$ cat config.mk
export PLATFORM = sky130hd
export DESIGN_NAME = mem_access_stage
export DESIGN_NICKNAME = d
export VERILOG_FILES = /design/src/rtl/mem_pkg.sv /design/src/rtl/mem_load_align.sv /design/src/rtl/mem_access_stage.sv
export SDC_FILE = /design/constraint.sdc
export NUM_CORES = 1
export LEC_CHECK = 0
export ABC_AREA = 1
export CAP_MARGIN = 20
export CORE_MARGIN = 5
export CORE_UTILIZATION = 50
export CTS_BUF_LIST = sky130_fd_sc_hd__clkbuf_8
export CTS_CLUSTER_SIZE = 40
export DETAILED_ROUTE_END_ITERATION = 10
export PLACE_DENSITY = 0.86
export SLEW_MARGIN = 20
export SYNTH_ARGS = -nofsm -noshare
export SYNTH_HDL_FRONTEND = slang
export SYNTH_SLANG_ARGS = --single-unit
export TNS_END_PERCENT = 1
$ cat constraint.sdc
create_clock -name clk -period 4.2 [get_ports clk]
set_clock_uncertainty 0.1 [all_clocks]
set_input_delay 0.42 -clock clk [delete_from_list [all_inputs] [get_ports clk]]
set_output_delay 0.42 -clock clk [all_outputs]
set_load 0.01 [all_outputs]
$ cat src/rtl/mem_pkg.sv
// mem_pkg: shared definitions for the memory-access stage.
//   - bit positions inside the 8-bit MEM control bundle
//   - write-back select encodings
//   - FSM state encoding
//   - data-memory byte-enable patterns and a helper to pick one
package mem_pkg;

  localparam int unsigned MS_MEM_READ  = 0;
  localparam int unsigned MS_MEM_WRITE = 1;
  localparam int unsigned MS_REG_WRITE = 2;
  localparam int unsigned MS_WBSEL_LO  = 3;
  localparam int unsigned MS_WBSEL_HI  = 4;
  localparam int unsigned MS_BYTE      = 5;
  localparam int unsigned MS_SIGNED    = 6;

  typedef enum logic [1:0] {
    WB_ALU = 2'b00,
    WB_MEM = 2'b01,
    WB_PC1 = 2'b10,
    WB_IMM = 2'b11
  } wb_sel_e;

  typedef enum logic {
    IDLE   = 1'b0,
    ACCESS = 1'b1
  } mem_state_e;

  localparam logic [1:0] BE_WORD = 2'b11;
  localparam logic [1:0] BE_LO   = 2'b01;
  localparam logic [1:0] BE_HI   = 2'b10;

  function automatic logic [1:0] byte_enable(input logic is_byte, input logic addr0);
    if (!is_byte)  return BE_WORD;
    else if (addr0) return BE_HI;
    else           return BE_LO;
  endfunction

endpackage

$ cat src/rtl/mem_load_align.sv
// mem_load_align: turns raw 16-bit read data into the register value.
//   rdata     in  raw memory word
//   addr0     in  byte address bit 0 (selects the lane for byte loads)
//   is_byte   in  1 = byte load, 0 = word load
//   is_signed in  1 = sign-extend byte, 0 = zero-extend
//   value     out aligned load value
module mem_load_align
  import mem_pkg::*;
(
  input  logic [15:0] rdata,
  input  logic        addr0,
  input  logic        is_byte,
  input  logic        is_signed,
  output logic [15:0] value
);

  logic [7:0] lane;

  always_comb begin
    lane = addr0 ? rdata[15:8] : rdata[7:0];
    if (!is_byte)
      value = rdata;
    else if (is_signed)
      value = {{8{lane[7]}}, lane};
    else
      value = {8'h00, lane};
  end

endmodule

$ cat src/rtl/mem_access_stage.sv
// mem_access_stage: memory-access pipeline stage.
// Accepts the EXE->MEM bundle, performs loads/stores over a req/ready data
// memory port (stalling upstream while an access is outstanding) and drives a
// registered MEM->WB bundle.
//   in_valid/alu_value_in/store_value_in/imm_in/pc_in/rd_in/mem_signals_in : EXE->MEM bundle
//   stall_out                                                               : hold upstream bundle
//   dmem_req/we/addr/wdata/be, dmem_rdata/ready                             : data memory port
//   wb_valid/wb_reg_write/wb_rd/wb_value                                    : MEM->WB bundle
//   misalign_err                                                            : misaligned word access pulse
module mem_access_stage
  import mem_pkg::*;
#(
  parameter int unsigned DW = 16,
  parameter int unsigned RW = 3
) (
  input  logic          clk,
  input  logic          rst_n,
  input  logic          in_valid,
  input  logic [DW-1:0] alu_value_in,
  input  logic [DW-1:0] store_value_in,
  input  logic [DW-1:0] imm_in,
  input  logic [DW-1:0] pc_in,
  input  logic [RW-1:0] rd_in,
  input  logic [7:0]    mem_signals_in,
  output logic          stall_out,
  output logic          dmem_req,
  output logic          dmem_we,
  output logic [DW-1:0] dmem_addr,
  output logic [DW-1:0] dmem_wdata,
  output logic [1:0]    dmem_be,
  input  logic [DW-1:0] dmem_rdata,
  input  logic          dmem_ready,
  output logic          wb_valid,
  output logic          wb_reg_write,
  output logic [RW-1:0] wb_rd,
  output logic [DW-1:0] wb_value,
  output logic          misalign_err
);

  mem_state_e state_q, state_d;

  // Operands latched at accept time for use on the completion edge
  logic          byte_q, signed_q, regwrite_q;
  wb_sel_e       wbsel_q;
  logic [RW-1:0] rd_q;
  logic [DW-1:0] pc_q, imm_q;

  logic          is_mem, is_byte, misaligned, start_access;
  wb_sel_e       wbsel_in;
  logic [DW-1:0] load_value;

  // Next values of the registered outputs
  logic          req_d, we_d, wb_valid_d, wb_reg_write_d, misalign_d;
  logic [DW-1:0] addr_d, wdata_d, wb_value_d;
  logic [1:0]    be_d;
  logic [RW-1:0] wb_rd_d;

  logic unused_reserved;
  assign unused_reserved = mem_signals_in[7];

  assign is_mem     = mem_signals_in[MS_MEM_READ] | mem_signals_in[MS_MEM_WRITE];
  assign is_byte    = mem_signals_in[MS_BYTE];
  assign misaligned = is_mem & ~is_byte & alu_value_in[0];
  assign wbsel_in   = wb_sel_e'(mem_signals_in[MS_WBSEL_HI:MS_WBSEL_LO]);
  assign start_access = (state_q == IDLE) & in_valid & is_mem & ~misaligned;
  assign stall_out  = (state_q == ACCESS);

  mem_load_align u_align (
    .rdata     (dmem_rdata),
    .addr0     (dmem_addr[0]),
    .is_byte   (byte_q),
    .is_signed (signed_q),
    .value     (load_value)
  );

  function automatic logic [DW-1:0] wb_select(input wb_sel_e sel, input logic [DW-1:0] alu,
                                              input logic [DW-1:0] mem, input logic [DW-1:0] pc,
                                              input logic [DW-1:0] imm);
    case (sel)
      WB_ALU:  return alu;
      WB_MEM:  return mem;
      WB_PC1:  return pc + DW'(1);
      default: return imm;
    endcase
  endfunction

  // State register
  always_ff @(posedge clk or negedge rst_n) begin
    if (!rst_n) state_q <= IDLE;
    else        state_q <= state_d;
  end

  // Next-state logic
  always_comb begin
    state_d = state_q;
    case (state_q)
      IDLE:    if (start_access) state_d = ACCESS;
      ACCESS:  if (dmem_ready)   state_d = IDLE;
      default: state_d = IDLE;
    endcase
  end

  // Output logic: next values of the registered port outputs
  always_comb begin
    req_d          = dmem_req;
    we_d           = dmem_we;
    addr_d         = dmem_addr;
    wdata_d        = dmem_wdata;
    be_d           = dmem_be;
    wb_valid_d     = 1'b0;
    wb_reg_write_d = wb_reg_write;
    wb_rd_d        = wb_rd;
    wb_value_d     = wb_value;
    misalign_d     = 1'b0;
    case (state_q)
      IDLE: begin
        if (in_valid) begin
          if (!is_mem) begin
            wb_valid_d     = 1'b1;
            wb_reg_write_d = mem_signals_in[MS_REG_WRITE];
            wb_rd_d        = rd_in;
            wb_value_d     = wb_select(wbsel_in, alu_value_in, '0, pc_in, imm_in);
          end else if (misaligned) begin
            wb_valid_d     = 1'b1;
            wb_reg_write_d = 1'b0;
            wb_rd_d        = rd_in;
            misalign_d     = 1'b1;
          end else begin
            req_d   = 1'b1;
            we_d    = mem_signals_in[MS_MEM_WRITE];
            addr_d  = alu_value_in;
            wdata_d = is_byte ? {store_value_in[7:0], store_value_in[7:0]} : store_value_in;
            be_d    = byte_enable(is_byte, alu_value_in[0]);
          end
        end
      end
      ACCESS: begin
        if (dmem_ready) begin
          req_d          = 1'b0;
          wb_valid_d     = 1'b1;
          wb_reg_write_d = regwrite_q & ~dmem_we;
          wb_rd_d        = rd_q;
          // dmem_addr still holds the latched ALU value; stores have no MEM data
          wb_value_d     = wb_select(wbsel_q, dmem_addr, dmem_we ? '0 : load_value, pc_q, imm_q);
        end
      end
      default: ;
    endcase
  end

  always_ff @(posedge clk or negedge rst_n) begin
    if (!rst_n) begin
      dmem_req     <= 1'b0;
      dmem_we      <= 1'b0;
      dmem_addr    <= '0;
      dmem_wdata   <= '0;
      dmem_be      <= '0;
      wb_valid     <= 1'b0;
      wb_reg_write <= 1'b0;
      wb_rd        <= '0;
      wb_value     <= '0;
      misalign_err <= 1'b0;
      byte_q       <= 1'b0;
      signed_q     <= 1'b0;
      regwrite_q   <= 1'b0;
      wbsel_q      <= WB_ALU;
      rd_q         <= '0;
      pc_q         <= '0;
      imm_q        <= '0;
    end else begin
      dmem_req     <= req_d;
      dmem_we      <= we_d;
      dmem_addr    <= addr_d;
      dmem_wdata   <= wdata_d;
      dmem_be      <= be_d;
      wb_valid     <= wb_valid_d;
      wb_reg_write <= wb_reg_write_d;
      wb_rd        <= wb_rd_d;
      wb_value     <= wb_value_d;
      misalign_err <= misalign_d;
      if (start_access) begin
        byte_q     <= is_byte;
        signed_q   <= mem_signals_in[MS_SIGNED];
        regwrite_q <= mem_signals_in[MS_REG_WRITE];
        wbsel_q    <= wbsel_in;
        rd_q       <= rd_in;
        pc_q       <= pc_in;
        imm_q      <= imm_in;
      end
    end
  end

endmodule

==> results.py, run 1 <==
metrics = {
    "finish": {
        "nNetsFinal": 1051,
        "areaGrowthSynthToFinish_pct": 30.5,
        "final_cell_mix": "nand2_1 (307), clkdlybuf4s50_1 (151), dfrtp_1 (99)",
        "final_common_cell": "nand2_1",
        "instances_no_fill": 1102,
        "drive_gt1_share_pct": 4.38,
        "diodes": 0,
    },
    "global_routing": {
        "grt_overflow": 0,
        "antenna_found_initial": 0,
        "grt_pass1_wl_mm": 27.4,
        "grt_max_degree": 77,
        "first_global_vias": 5512,
        "grt_use_total_pct": 26.0,
    },
    "sta": {
        "setup_viol": 0,
        "timing.final.crit_share_pct": 67.9,
        "relSlewSlack_pct": 34.5,
        "maxClockFrequency_ghz": 0.350,
        "fin_hold_ws_ns": 0.0575,
        "rsz0062_at_grt": "false",
        "maxSlewViolCount": 0,
        "finalHoldViolations": 0,
        "fin_crit_ns": 2.85,
        "tns_ns": 0,
        "worstMarginPinSlew_ns": 0.982,
        "worst_slack_ns": 1.35,
    },
    "place": {
        "dpl.hpwl_mm": 12.8,
        "port_buffers": 152,
        "place.gp.congestion": 0.948,
        "dp_slack_ns": 1.27,
        "dpl.cell_count": 1086,
    },
    "clock_network": {
        "cts_max_level": 3,
        "cts_buffer_depth": 2,
        "post-cts-setup-buffers": 0,
        "clkTransAtPathRegs_ns": 0.10,
        "insertion_delay_ns": 0.38,
        "clock-sinks": 99,
        "clockRootBuffer": "clkbuf_8",
        "hold_buffers": 0,
        "cts_tree": "built",
        "numCtsBuffers": 9,
        "cts_resized": 0,
    },
    "synthesis": {
        "post_synth_mux_area_share_pct": 0,
        "synth_area_um2": 5710,
        "seq_area_frac_synth_pct": 43.4,
        "synth_cells": 818,
        "synth_nets": 915,
        "yosysWarnings": 0,
        "synth_adder_area_share_pct": 0.438,
        "synth_top_family_by_area": "simple AND/OR/NAND/NOR gates",
        "synth-seq-cells": 99,
        "synth_compound_area_share_pct": 15.0,
        "avgSynthCellArea_um2": 6.98,
        "synth_xor_area_share_pct": 0.307,
        "synthDistinctLibCells": 37,
        "yosys.area_share.simple_pct": 31.8,
    },
    "setup_path": {
        "crit_required_ns": 4.34,
        "cp.arrival_ns": 2.99,
        "endpoint_kind": "flop",
        "path_class": "flop to flop",
        "cp_max_fo": 55,
        "critPathLaunchType": "flop",
    },
    "floorplan": {
        "initial_core_util_pct": 50.4,
        "rows": 39,
        "core-area_um2": 11300,
        "dieArea_um2": 13700,
        "dieHeight_um": 117,
        "boundaryPins": 154,
        "die_x_um": 117,
    },
    "routing": {
        "wl_per_cell_um": 15.9,
        "vias": 5857,
        "drt_iter0_drc": 528,
        "dr.pass1.iters": 5,
        "drt-total-wl_mm": 17.5,
        "post-route-drc-count": 0,
        "routed_via_density": 5.31,
        "ant_nets": 0,
    },
    "power_and_ir_drop": {
        "vdd_drop_max_mv": 0.263,
        "leakage_nw": 3.63,
        "cellPowerDensity_nw_per_um2": 432,
    },
    "flow_run": {
        "max_cap_violations": 0,
    },
    "status": {
        "run_status": "finished, final reports clean",
    },
    "hold_path": {
        "min_path_type": "input port to asynchronous set/reset pin",
    },
}
final timing paths:
check | startpoint | to | slack (ns) | cells after the start
min in group clk | rd_q[1]$_DFFE_PN0P_ | rd_q[1]$_DFFE_PN0P_ | 0.39 | 2
max reg2reg | stall_out$_DFF_PN0_ | imm_q[2]$_DFFE_PN0P_ | 1.35 | 6
min | rst_n | wb_value[12]$_DFFE_PN0P_ | 0.06 | 1
max in group asynchronous | rst_n | imm_q[15]$_DFFE_PN0P_ | 2.98 | 2
min reg2reg | rd_q[1]$_DFFE_PN0P_ | rd_q[1]$_DFFE_PN0P_ | 0.39 | 2
max | stall_out$_DFF_PN0_ | imm_q[2]$_DFFE_PN0P_ | 1.35 | 6
synth_stat cells, drive strengths merged:
master	instances	area share (%)
nand4	7	0.77
dfrtp	99	43
o21ai	87	7.8
a21oi	43	4.0
o21bai	6	0.79
o221ai	2	0.31
inv	88	6.0
buf	21	2.4
nor2	78	6.0
nand3	43	4.0
a41oi	1	0.15
xor2	2	0.31
nand2	311	21
o211ai	5	0.66
nor3	1	0.088
a31oi	5	0.55
o31ai	1	0.13
o22ai	6	0.66
clkbuf	10	0.66
ha	2	0.44
flip-flops by register name, indices dropped and copies added, names as in the netlist:
name and flops:
wb_reg_write 1, dmem_addr 16, misalign_err 1, dmem_we 1, wb_rd 3, dmem_be 2
dmem_req 1, signed_q 1, byte_q 1, dmem_wdata 16, imm_q 16, wb_value 16
wb_valid 1, stall_out 1, pc_q 16, rd_q 3, wbsel_q 2, regwrite_q 1
per-layer routing:
metal  track usage (%)  vias to the layer above  wire [µm]  part of all wire [%]
li1                  -                     2881          -                     -
met1              34.5                     2666       7160                    41
met2              40.7                      260       8080                    46
met3              5.09                       50       1450                   8.3
met4              13.5                        0        788                   4.5
met5                 0                        -          0                     0
power by group:
| group | total [mW] | switching, mW | internal (mW) |
|---|---|---|---|
| clock network | 0.576 | 0.344 | 0.232 |
| registers | 1.41 | 0.221 | 1.19 |
| logic | 1.23 | 0.644 | 0.583 |
through the flow:
| step | total power, mW | util (%) | instance area, µm² |
|---|---|---|---|
| after detailed placement | 2.64 | 64.2 | 7270 |
| after global placement | 2.62 | 64.2 | 7270 |
| final | 3.21 | 65.8 | 7450 |
| after global routing | 3.42 | 65.8 | 7450 |
| after floorplan | 2.04 | - | 5710 |
| after CTS | 3.22 | 65.8 | 7450 |
cell families after synthesis:
kind of cell               count (synthesis)
adders and majority gates                  2
AOI/OAI and AO/OA                        156
and+or+nand+nor                          440
xor gates and xnor gates                   2
DFF                                       99
buffers and inverters                    119
layout make-up:
type                       count  area (µm²)
fill                         990        3870
multi-input combinational    600        2720
sequential                    99        2480
tap                          143         179
clock inverter                 6        42.5
timing repair buffer         156        1550
inverter                      88         343
clock buffer                  10         138
worst max-delay path, stage by stage, from the launching register on:
cell	delay (ns)
dfrtp_1	0.59
inv_2	0.54
nand2_1	0.13
nor2_1	0.23
nand2_4	0.36
inv_2	0.57
o21ai_0	0.17
No activity file was read; power rests on OpenSTA's default activity.
==> run 2: changes to the inputs <==
Clock period 4.2 ns to 2.83 ns, I/O delays scaled along.
==> results.py, run 2 (synthesized netlist as in run 1, its figures left out) <==
metrics = {
    "clock_network": {
        "post-cts-setup-buffers": 0,
        "clockRootBuffer": "clkbuf_8",
        "cts_resized": 0,
        "cts_max_level": 3,
        "insertion_delay_ns": 0.38,
        "numCtsBuffers": 9,
        "clkTransAtPathRegs_ns": 0.10,
        "hold_buffers": 1,
        "cts_buffer_depth": 2,
        "cts_tree": "built",
        "clock-sinks": 99,
    },
    "finish": {
        "finalCoreUtilization_pct": 66.5,
        "register_area_um2": 2480,
        "final_cell_mix": "nand2_1 (307), clkdlybuf4s50_1 (151), dfrtp_1 (99)",
        "multiInputGateArea_um2": 2720,
        "diodes": 0,
        "instances_no_fill": 1109,
        "areaGrowthSynthToFinish_pct": 32.0,
        "drive_gt1_share_pct": 4.97,
        "final_common_cell": "nand2_1",
        "nFillCells": 1010,
        "nNetsFinal": 1058,
    },
    "global_routing": {
        "first_global_vias": 5509,
        "groute.layer.met1.usage_pct": 35.5,
        "grt_pass1_wl_mm": 27.8,
        "grt_max_degree": 91,
        "grt_use_total_pct": 26.3,
        "grt-busiest-layer": "met2",
        "grt_util_met2_pct": 41.9,
        "antenna_found_initial": 0,
        "grt_util_met3_pct": 5.24,
        "grt_overflow": 0,
    },
    "floorplan": {
        "rows": 39,
        "dieHeight_um": 117,
        "boundaryPins": 154,
        "die_x_um": 117,
        "core-area_um2": 11300,
        "initial_core_util_pct": 50.4,
        "dieArea_um2": 13700,
    },
    "routing": {
        "post-route-drc-count": 0,
        "ant_nets": 0,
        "drt_iter0_drc": 513,
        "drt-total-wl_mm": 17.7,
        "dr.pass1.iters": 5,
        "wl_per_cell_um": 16.0,
        "routed_via_density": 5.23,
        "vias": 5802,
    },
    "place": {
        "place.gp.congestion": 0.949,
        "dpl.hpwl_mm": 13.1,
        "dpl.cell_count": 1091,
        "port_buffers": 152,
    },
    "setup_path": {
        "path_class": "flop to primary output",
        "cp_slowest_cell": "dfrtp_1",
        "rr_endpoint": "wb_value[6]$_DFFE_PN0P_",
        "worst_r2r_path_depth": 9,
        "worst-path-buf-inv": 1,
        "cp_cell_sequence": "clkdlybuf4s50_1",
        "slowest_delay_ns": 0.69,
        "cp.arrival_ns": 1.71,
        "path_delay_family": "flip-flops",
        "critPathLaunchType": "flop",
        "r2r_slack_ns": 0.80,
        "cp_max_fo": 12,
        "rr_startpoint": "wbsel_q[1]$_DFFE_PN0P_",
        "crit_required_ns": 2.45,
        "endpoint_kind": "primary output",
    },
    "sta": {
        "finalHoldViolations": 0,
        "tns_ns": 0,
        "maxClockFrequency_ghz": 0.479,
        "setup_viol": 0,
        "timing.final.crit_share_pct": 73.8,
        "relSlewSlack_pct": 47.5,
        "worstMarginPinSlew_ns": 0.788,
        "rsz0062_at_grt": "false",
        "maxSlewViolCount": 0,
        "fin_crit_ns": 2.09,
    },
    "flow_run": {
        "max_cap_violations": 0,
    },
    "hold_path": {
        "min_path_type": "input port to asynchronous set/reset pin",
    },
    "status": {
        "run_status": "finished, final reports clean",
    },
    "power_and_ir_drop": {
        "cellPowerDensity_nw_per_um2": 638,
        "vdd_drop_max_mv": 0.375,
        "leakage_nw": 3.68,
        "p_total_mw": 4.80,
    },
}
## run 2: cell types whose count changed in the layout (fill, tap and decap cells not counted), sizes merged
cell and change:
dlygate4sd3 +1, clkinvlp +1, clkinv -2, inv +1, buf +6
## run 2: metal layers
metal | share of wire (%) | wire [µm]
met3 | 7.7 | 1370
met5 | 0 | 0
met2 | 47 | 8330
met1 | 42 | 7470
met4 | 3.0 | 537
## run 2: worst max-delay path by stage
stage | startpoint | to | slack [ns] | depth (start not counted)
2_1_floorplan | stall_out$_DFF_PN0_ | wb_value[10]$_DFFE_PN0P_ | 1.29 | 8
3_3_place_gp | pc_in[1] | wb_value[12]$_DFFE_PN0P_ | 0.57 | 13
3_5_place_dp | pc_in[1] | wb_value[12]$_DFFE_PN0P_ | 0.52 | 13
4_1_cts | stall_out$_DFF_PN0_ | stall_out | 0.78 | 1
5_1_grt | wbsel_q[1]$_DFFE_PN0P_ | wb_value[1]$_DFFE_PN0P_ | 0.65 | 7
6_report | stall_out$_DFF_PN0_ | stall_out | 0.74 | 1
## run 2: stage by stage
step	setup slack (ns)	hold WS, ns	cell area, µm²
final	0.742	0.218	7530
after global routing	0.649	0.248	7530
after CTS	0.779	0.332	7510
after detailed placement	0.518	0.366	7320
after global placement	0.565	0.362	7320
after floorplan	1.29	-0.113	5710
## run 2: area by class of cell
type / instances / share of cell area (%)
tap: 143 / 2.38
multi-input combinational: 600 / 36.1
inverter: 88 / 4.55
sequential: 99 / 32.9
clock buffer: 10 / 1.83
clock inverter: 6 / 0.548
timing repair buffer: 163 / 21.7
## run 2: power breakdown
group | internal (mW) | switching (mW) | leakage (nW)
combinational | 0.880 | 0.969 | 2.37
sequential | 1.77 | 0.327 | 1.22
clock | 0.344 | 0.515 | 0.0901
total | 2.99 | 1.81 | 3.68
